## src/rtl/fp_mult_pkg.sv

```systemverilog
// Shared constants and types for the single-precision multiplier datapath.
package fp_mult_pkg;

  localparam int MANT_W = 25;  // [24]=hidden 1, [23:1]=fraction, [0]=guard
  localparam int FRAC_W = 23;
  localparam int EXP_W  = 10;  // signed biased exponent, two's complement
  localparam int SH_W   = 5;
  localparam int BIAS   = 127;

  localparam logic [7:0]  EXP_INF = 8'hFF;
  localparam logic [31:0] QNAN    = 32'h7FC0_0000;

  // Stage-1 register contents: rounded fraction, adjusted exponent, flags
  typedef struct packed {
    logic             sign;
    logic [EXP_W-1:0] exp;
    logic [FRAC_W-1:0] frac;
    logic             inx;
    logic             nan;
    logic             inf;
    logic             zero;
  } s1_t;

endpackage

```

## src/rtl/rne_rounder.sv

```systemverilog
// Round-to-nearest-even on the normalized mantissa; purely combinational.
module rne_rounder
  import fp_mult_pkg::*;
(
  input  logic [MANT_W-1:0] mant,
  input  logic              sticky,
  output logic [MANT_W-1:0] sig,
  output logic              carry,
  output logic              inexact
);

  logic round_up;

  // ties go to even: round only when guard set and (sticky or odd lsb)
  assign round_up = mant[0] & (sticky | mant[1]);
  assign sig      = {1'b0, mant[MANT_W-1:1]} + {{(MANT_W-1){1'b0}}, round_up};
  assign carry    = sig[MANT_W-1];
  assign inexact  = mant[0] | sticky;

endmodule

```

## src/rtl/fp_round_pack.sv

```systemverilog
// Multiplier final stage: exponent adjust + RNE round (stage 1),
// exception handling + binary32 pack (stage 2). Valid/ready, no bubbles.
module fp_round_pack
  import fp_mult_pkg::*;
(
  input  logic                    clk,
  input  logic                    rst_n,
  input  logic                    in_valid,
  output logic                    in_ready,
  input  logic                    in_sign,
  input  logic signed [EXP_W-1:0] in_exp,
  input  logic [SH_W-1:0]         in_shamt,
  input  logic [MANT_W-1:0]       in_mant,
  input  logic                    in_sticky,
  input  logic                    in_nan,
  input  logic                    in_inf,
  input  logic                    in_zero,
  output logic                    out_valid,
  input  logic                    out_ready,
  output logic [31:0]             out_data,
  output logic                    out_ovf,
  output logic                    out_unf,
  output logic                    out_inx
);

  localparam int STAGES = 2;
  localparam logic [EXP_W-1:0] EXP_OVF = EXP_W'(255);
  localparam logic [EXP_W-1:0] EXP_ZERO = '0;

  logic [STAGES:1]   vld_pipe;
  logic              rdy1, rdy2;
  logic [MANT_W-1:0] sig;
  logic              carry, inexact;
  s1_t               s1_d, s1_q;
  logic [31:0]       pk_data;
  logic              pk_ovf, pk_unf, pk_inx;

  assign rdy2      = ~vld_pipe[2] | out_ready;
  assign rdy1      = ~vld_pipe[1] | rdy2;
  assign in_ready  = rdy1;
  assign out_valid = vld_pipe[2];

  rne_rounder u_rnd (
    .mant    (in_mant),
    .sticky  (in_sticky),
    .sig     (sig),
    .carry   (carry),
    .inexact (inexact)
  );

  // stage 1: undo the normalization shift, fold in rounding carry
  always_comb begin
    s1_d.sign = in_sign;
    s1_d.exp  = in_exp - {{(EXP_W-SH_W){1'b0}}, in_shamt}
                       + {{(EXP_W-1){1'b0}}, carry};
    s1_d.frac = carry ? '0 : sig[FRAC_W-1:0];
    s1_d.inx  = inexact;
    s1_d.nan  = in_nan;
    s1_d.inf  = in_inf;
    s1_d.zero = in_zero;
  end

  // stage 2: exception priority nan > inf > zero > overflow > underflow > normal
  always_comb begin
    pk_data = {s1_q.sign, s1_q.exp[7:0], s1_q.frac};
    pk_ovf  = 1'b0;
    pk_unf  = 1'b0;
    pk_inx  = s1_q.inx;
    if (s1_q.nan) begin
      pk_data = QNAN;
      pk_inx  = 1'b0;
    end else if (s1_q.inf) begin
      pk_data = {s1_q.sign, EXP_INF, {FRAC_W{1'b0}}};
      pk_inx  = 1'b0;
    end else if (s1_q.zero) begin
      pk_data = {s1_q.sign, 31'h0};
      pk_inx  = 1'b0;
    end else if ($signed(s1_q.exp) >= $signed(EXP_OVF)) begin
      pk_data = {s1_q.sign, EXP_INF, {FRAC_W{1'b0}}};
      pk_ovf  = 1'b1;
      pk_inx  = 1'b1;
    end else if ($signed(s1_q.exp) <= $signed(EXP_ZERO)) begin
      pk_data = {s1_q.sign, 31'h0};
      pk_unf  = 1'b1;
      pk_inx  = 1'b1;
    end
  end

  // pipeline registers; each stage advances only when its successor can take it
  always_ff @(posedge clk) begin
    if (!rst_n) begin
      vld_pipe <= '0;
      s1_q     <= '0;
      out_data <= '0;
      out_ovf  <= 1'b0;
      out_unf  <= 1'b0;
      out_inx  <= 1'b0;
    end else begin
      if (rdy1) vld_pipe[1] <= in_valid;
      if (in_valid && rdy1) s1_q <= s1_d;
      if (rdy2) vld_pipe[2] <= vld_pipe[1];
      if (vld_pipe[1] && rdy2) begin
        out_data <= pk_data;
        out_ovf  <= pk_ovf;
        out_unf  <= pk_unf;
        out_inx  <= pk_inx;
      end
    end
  end

endmodule

```

## config.mk

```make
export PLATFORM = sky130hd
export DESIGN_NAME = fp_round_pack
export DESIGN_NICKNAME = d
export VERILOG_FILES = /design/src/rtl/fp_mult_pkg.sv /design/src/rtl/rne_rounder.sv /design/src/rtl/fp_round_pack.sv
export SDC_FILE = /design/constraint.sdc
export NUM_CORES = 1
export LEC_CHECK = 0
export ABC_AREA = 0
export BUFFER_PORTS_ARGS = -buffer_cell sky130_fd_sc_hd__buf_2
export CORE_MARGIN = 2
export CORE_UTILIZATION = 58
export DETAILED_ROUTE_END_ITERATION = 16
export HOLD_SLACK_MARGIN = 0.1
export MAX_ROUTING_LAYER = met4
export PLACE_DENSITY = 0.91
export SETUP_SLACK_MARGIN = 0.3
export SYNTH_ARGS = -nofsm -noshare
export SYNTH_HDL_FRONTEND = slang
export SYNTH_SLANG_ARGS = --single-unit
```

## constraint.sdc

```tcl
create_clock -name clk -period 4.35 [get_ports clk]
set_input_delay 0.2175 -clock clk [delete_from_list [all_inputs] [get_ports clk]]
set_output_delay 0.2175 -clock clk [all_outputs]
set_load 0.01 [all_outputs]
```

# ---- Word-level counts from Yosys, hierarchy flattened
# Cells that the tools add are included.
dict set report word_totals {
  elab_cells 47
  in_bits 49
  out_inout_bits 37
  register_bits 75
}
dict set report classes {
  bitwise_logic 7
  n_reduce_logical 2
  n_lt_le_gt_ge 2
  n_addsub 3
  mux 20
}
# operator count
set op_table {}
lappend op_table {{31-bit 2-to-1 mux} 4}
lappend op_table {{32-bit 2-to-1 mux} 1}
lappend op_table {{24-bit by 1-bit adder with 25-bit output} 1}
lappend op_table {{23-bit 2-to-1 mux} 1}
lappend op_table {{1-bit 2-to-1 mux} 14}
lappend op_table {{10-bit by 1-bit adder with 10-bit output} 1}
lappend op_table {{10-bit by 9-bit greater-or-equal comparator with 1-bit output (second input constant)} 1}
lappend op_table {{10-bit by 1-bit <= comparator with 1-bit output (second input constant)} 1}
lappend op_table {{10-bit by 5-bit subtractor with 10-bit output} 1}
lappend op_table {{1-bit OR} 4}
lappend op_table {{1-bit logical AND} 2}
lappend op_table {{1-bit inverter} 2}
lappend op_table {{1-bit AND} 1}

# ---- Depth between registers and ports, before layout
dict set report logic_depth {
  word_depth 6
  mapped_depth 15
  ltp_nobuf 15
}

# ---- Cells and area by module
# A second synthesis with hierarchy kept.
dict set report unflattened {
  cells_unflattened 425
  area_unflattened_um2 3702.3
}
# mod area_per_inst_um2 instances cells_each seq_area_each_um2
set modules_own_cells {}
lappend modules_own_cells {fp_round_pack 3226.8 1 358 1501.4}
lappend modules_own_cells {rne_rounder 475.5 1 67 0.0}

# ---- Worst setup path after synthesis
# OpenSTA, ideal clock, no wires.
dict set report synth_path {
  path_kind {input port to flip-flop}
  from {in in_sticky}
  to {reg s1_q[35] (netlist name)}
  arrival_time_ns 2.939
  path_buffers 0
  stages 15
  setup_time_ns 0.058
  setup_slack_ns 1.353
  t_required_ns 4.292
  cell_sequence {o21a_1 -> ha_1 -> ha_1 -> and3_1 -> nand4_1 -> ha_1 -> inv_1 -> ha_1 -> inv_1 -> fa_1 -> nor2b_1 -> o21a_1 -> o211ai_1 -> a2111oi_0 -> or3b_1}
}
dict set report synth_via {
  elab_chain_cells 4
}
# element line
set synth_lines {}
lappend synth_lines {{start: declaration} fp_round_pack.sv:14} ;# input logic in_sticky,
lappend synth_lines {{1-bit OR} rne_rounder.sv:15} ;# assign round_up = mant[0] & (sticky | mant[1]);
lappend synth_lines {{1-bit AND} rne_rounder.sv:15}
lappend synth_lines {{24-bit by 1-bit adder with 25-bit output} rne_rounder.sv:16} ;# assign sig = {1'b0, mant[MANT_W-1:1]} + {{(MANT_W-1){1'b0}}, round_up};
lappend synth_lines {{10-bit by 1-bit adder with 10-bit output} fp_round_pack.sv:55} ;# + {{(EXP_W-1){1'b0}}, carry};
lappend synth_lines {{end signal: assignment} fp_round_pack.sv:93} ;# s1_q <= '0;
lappend synth_lines {{end signal: assignment} fp_round_pack.sv:100} ;# if (in_valid && rdy1) s1_q <= s1_d;
lappend synth_lines {{end: declaration} fp_round_pack.sv:34} ;# s1_t s1_d, s1_q;
# Every way passes these cells.
# A chain may end at the register's enable or synchronous reset.

# ---- Worst setup path after layout
# Same ends and word-level chain as after synthesis.

==> reports/qor.txt <==
Crit Reg-Reg Startpoint: s1_q[31]$_SDFFE_PN0P_
vias in the first global route: 3377
# hold bufs at CTS: 0
starting density of the core: 59.50%
drt drc: 0
final worst slack: 1.261 ns
Post-CTS Resized: 0
TritonCTS clock tree: done
clk buf depth: 2
HP Class: in -> reg
GR Util All Layers: 27.71%
Die W: 84.25 um
IO buf count: 85
clock root buffer master: clkbuf_8
overall routed net length: 9198 um
commonest cells after routing, fill and taps aside: 85 x buf_2, 75 x dfxtp_1, 44 x nor2_1
Mapped Avg Cell Area: 8.686 um^2
Synth Instances: 430
GRT overflow: 0
flops & latches, synth: 75
# diodes: 0
Post-DP HPWL: 6763 um
period utilisation layout: 71.02%
VDD IR max: 0.2121 mV
final hold vios: 0
Critical Path End Type: flip-flop
yosys warns: 0
I/O pin count: 86
Final Max Slew Viols: 0
arrival time at the worst endpoint: 3.39 ns
P&R area growth vs syn: 16.95%
Vias/cell: 6.003
number of synthesized flops with an enable pin: 0
Mapped Nets: 496
core area: 6277 um^2
fin crit period: 3.089 ns
gpl congestion: 0.9328
worst endpoint required time: 4.65 ns
leakage: 1.890 nW
clk sinks: 75
Critical Path Start: in_sticky
initial antenna violation count: 0
CTS clk-pin slew, worst paths: 0.08 ns
RSZ-0062 raised after global routing: false
top_reg_cell synth: dfxtp_1
fmax: 323.7 MHz
Rel. slew slack: 61.03%
H-tree levels: 3
commonest non-fill, non-tap cell in the layout: buf_2
Initial DRC Count: 234
dpl ws: 0.9059 ns
Worst Reg2Reg Path Length in Cells: 6
ys async rst share: 0%
# nets final: 573
vias post-DR: 3536
Sum Neg Setup Slack: 0 ns
CP Max Fanout: 8
insertion delay to the later sink of the worst-skew pair: 0.35 ns
Worst Min Path Start: in_sign
Setup Skew: 0.008535 ns
Fin Hold WS: 0.1152 ns
Setup CP Type: in -> reg
largest net degree at the start of global routing: 44
# setup viols final: 0
drt pass-1 iters: 5
Yosys cell types: 51
Die H: 84.25 um
fillers: 478
layout cell share with drive strength beyond 1: 25.00%
Power Dens Cells: 341.8 nW/um^2
status: finished, final reports clean
drt wl/cell: 15.62 um
worst-margin pin slew: 0.5846 ns
first-pass GRT wire length: 15460 um
# rows: 29
die area: 7097 um^2
Synth Cell Area: 3735 um^2
Routed Antenna Nets: 0
Worst Setup Start Kind: primary input
worst hold stages: 3
Max Cap Viol: 0
TritonCTS Buffers: 9
sequential fraction of the synthesis area: 40.20%
post-CTS setup buffer count: 0
## state kept, by name, summed over array words and instances (netlist names)
name	flops
out_unf	1
out_inx	1
vld_pipe	2
out_data	32
s1_q	38
out_ovf	1
## cell usage after synthesis (all sizes together) (2+ instances only)
master / count / area share (%)
a211oi: 9 / 1.8
a21o: 2 / 0.40
a21oi: 32 / 4.3
a22oi: 23 / 7.3
a31oi: 2 / 0.33
a32oi: 2 / 0.47
and2: 6 / 1.0
and3: 13 / 2.2
and4: 2 / 0.47
buf: 4 / 0.80
clkbuf: 20 / 2.0
dfxtp: 75 / 40
ha: 16 / 5.4
inv: 17 / 1.7
nand2: 35 / 3.5
nand3: 28 / 3.8
nand3b: 2 / 0.40
nand4: 9 / 1.5
nand4b: 2 / 0.47
nor2: 44 / 4.4
nor2b: 2 / 0.33
nor3: 8 / 1.1
nor4: 3 / 0.67
o211ai: 4 / 0.80
o21a: 4 / 0.80
o21ai: 23 / 3.1
o31ai: 3 / 0.60
or4: 2 / 0.50
xnor2: 10 / 2.3
xor2: 12 / 2.8
## metal layers
| layer | global-route usage [%] | vias to the layer above | part of all wire (%) |
|---|---|---|---|
| li1 | - | 1704 | - |
| met1 | 34.26 | 1653 | 43 |
| met2 | 43.43 | 159 | 47 |
| met3 | 5.310 | 20 | 8.3 |
| met4 | 13.64 | 0 | 1.8 |
| met5 | - | - | 0 |
## critical path, cell delays in order
cell and delay (ns):
buf_2 0.09, o21a_1 0.12, ha_1 0.23, ha_1 0.27, and3_1 0.20, nand4_1 0.28
ha_1 0.38, inv_1 0.05, ha_1 0.15, inv_1 0.05, fa_1 0.37, nor2b_1 0.16
o21a_1 0.17, o211ai_1 0.11, a2111oi_0 0.37, or3b_1 0.16
## stage by stage
step / utilization, % / total power [W] / cells / instance area, um^2
floorplan: - / 0.0009447 / 430 / 3735
global placement: 66.87 / 0.001023 / 573 / 4198
detailed placement: 66.87 / 0.001036 / 573 / 4198
CTS: 69.58 / 0.001494 / 589 / 4368
global route: 69.58 / 0.001560 / 589 / 4368
finish: 69.58 / 0.001493 / 589 / 4368
## final timing paths
path / to / slack, ns
worst min register to register: s1_q[5]$_SDFFE_PN0P_ / 0.47
worst max-delay path: s1_q[35]$_SDFFE_PN0P_ / 1.26
worst max register to register: out_data[13]$_SDFFE_PN0P_ / 2.28
worst min-delay path: s1_q[37]$_SDFFE_PN0P_ / 0.12
## report_power, final
group          switching, W  internal [W]  leakage (nW)
clock              0.000262      0.000207        0.0822
sequential        0.0000331      0.000727         0.615
combinational      0.000157      0.000108          1.19
total              0.000452       0.00104          1.89
## cells by family after synthesis
logic type	after synthesis	share of synthesized area [%]
fa+ha+maj	17	5.896
simple gates	163	21.88
xor+xnor	22	5.159
compound gates	111	22.08
flops	75	40.20
buf+inv	41	4.523
mux	1	0.2680
## final cells by class
class                      count  area (um^2)  share of cell area (%)
multi-input combinational    314         2073                   47.46
sequential                    75         1501                   34.37
timing repair buffer          90        462.9                   10.60
clock buffer                  10        127.6                   2.922
tap                           77        96.34                   2.206
inverter                      17        63.81                   1.461
clock inverter                 6        42.54                  0.9739
Note: power is estimated with default switching activity, not from simulation.
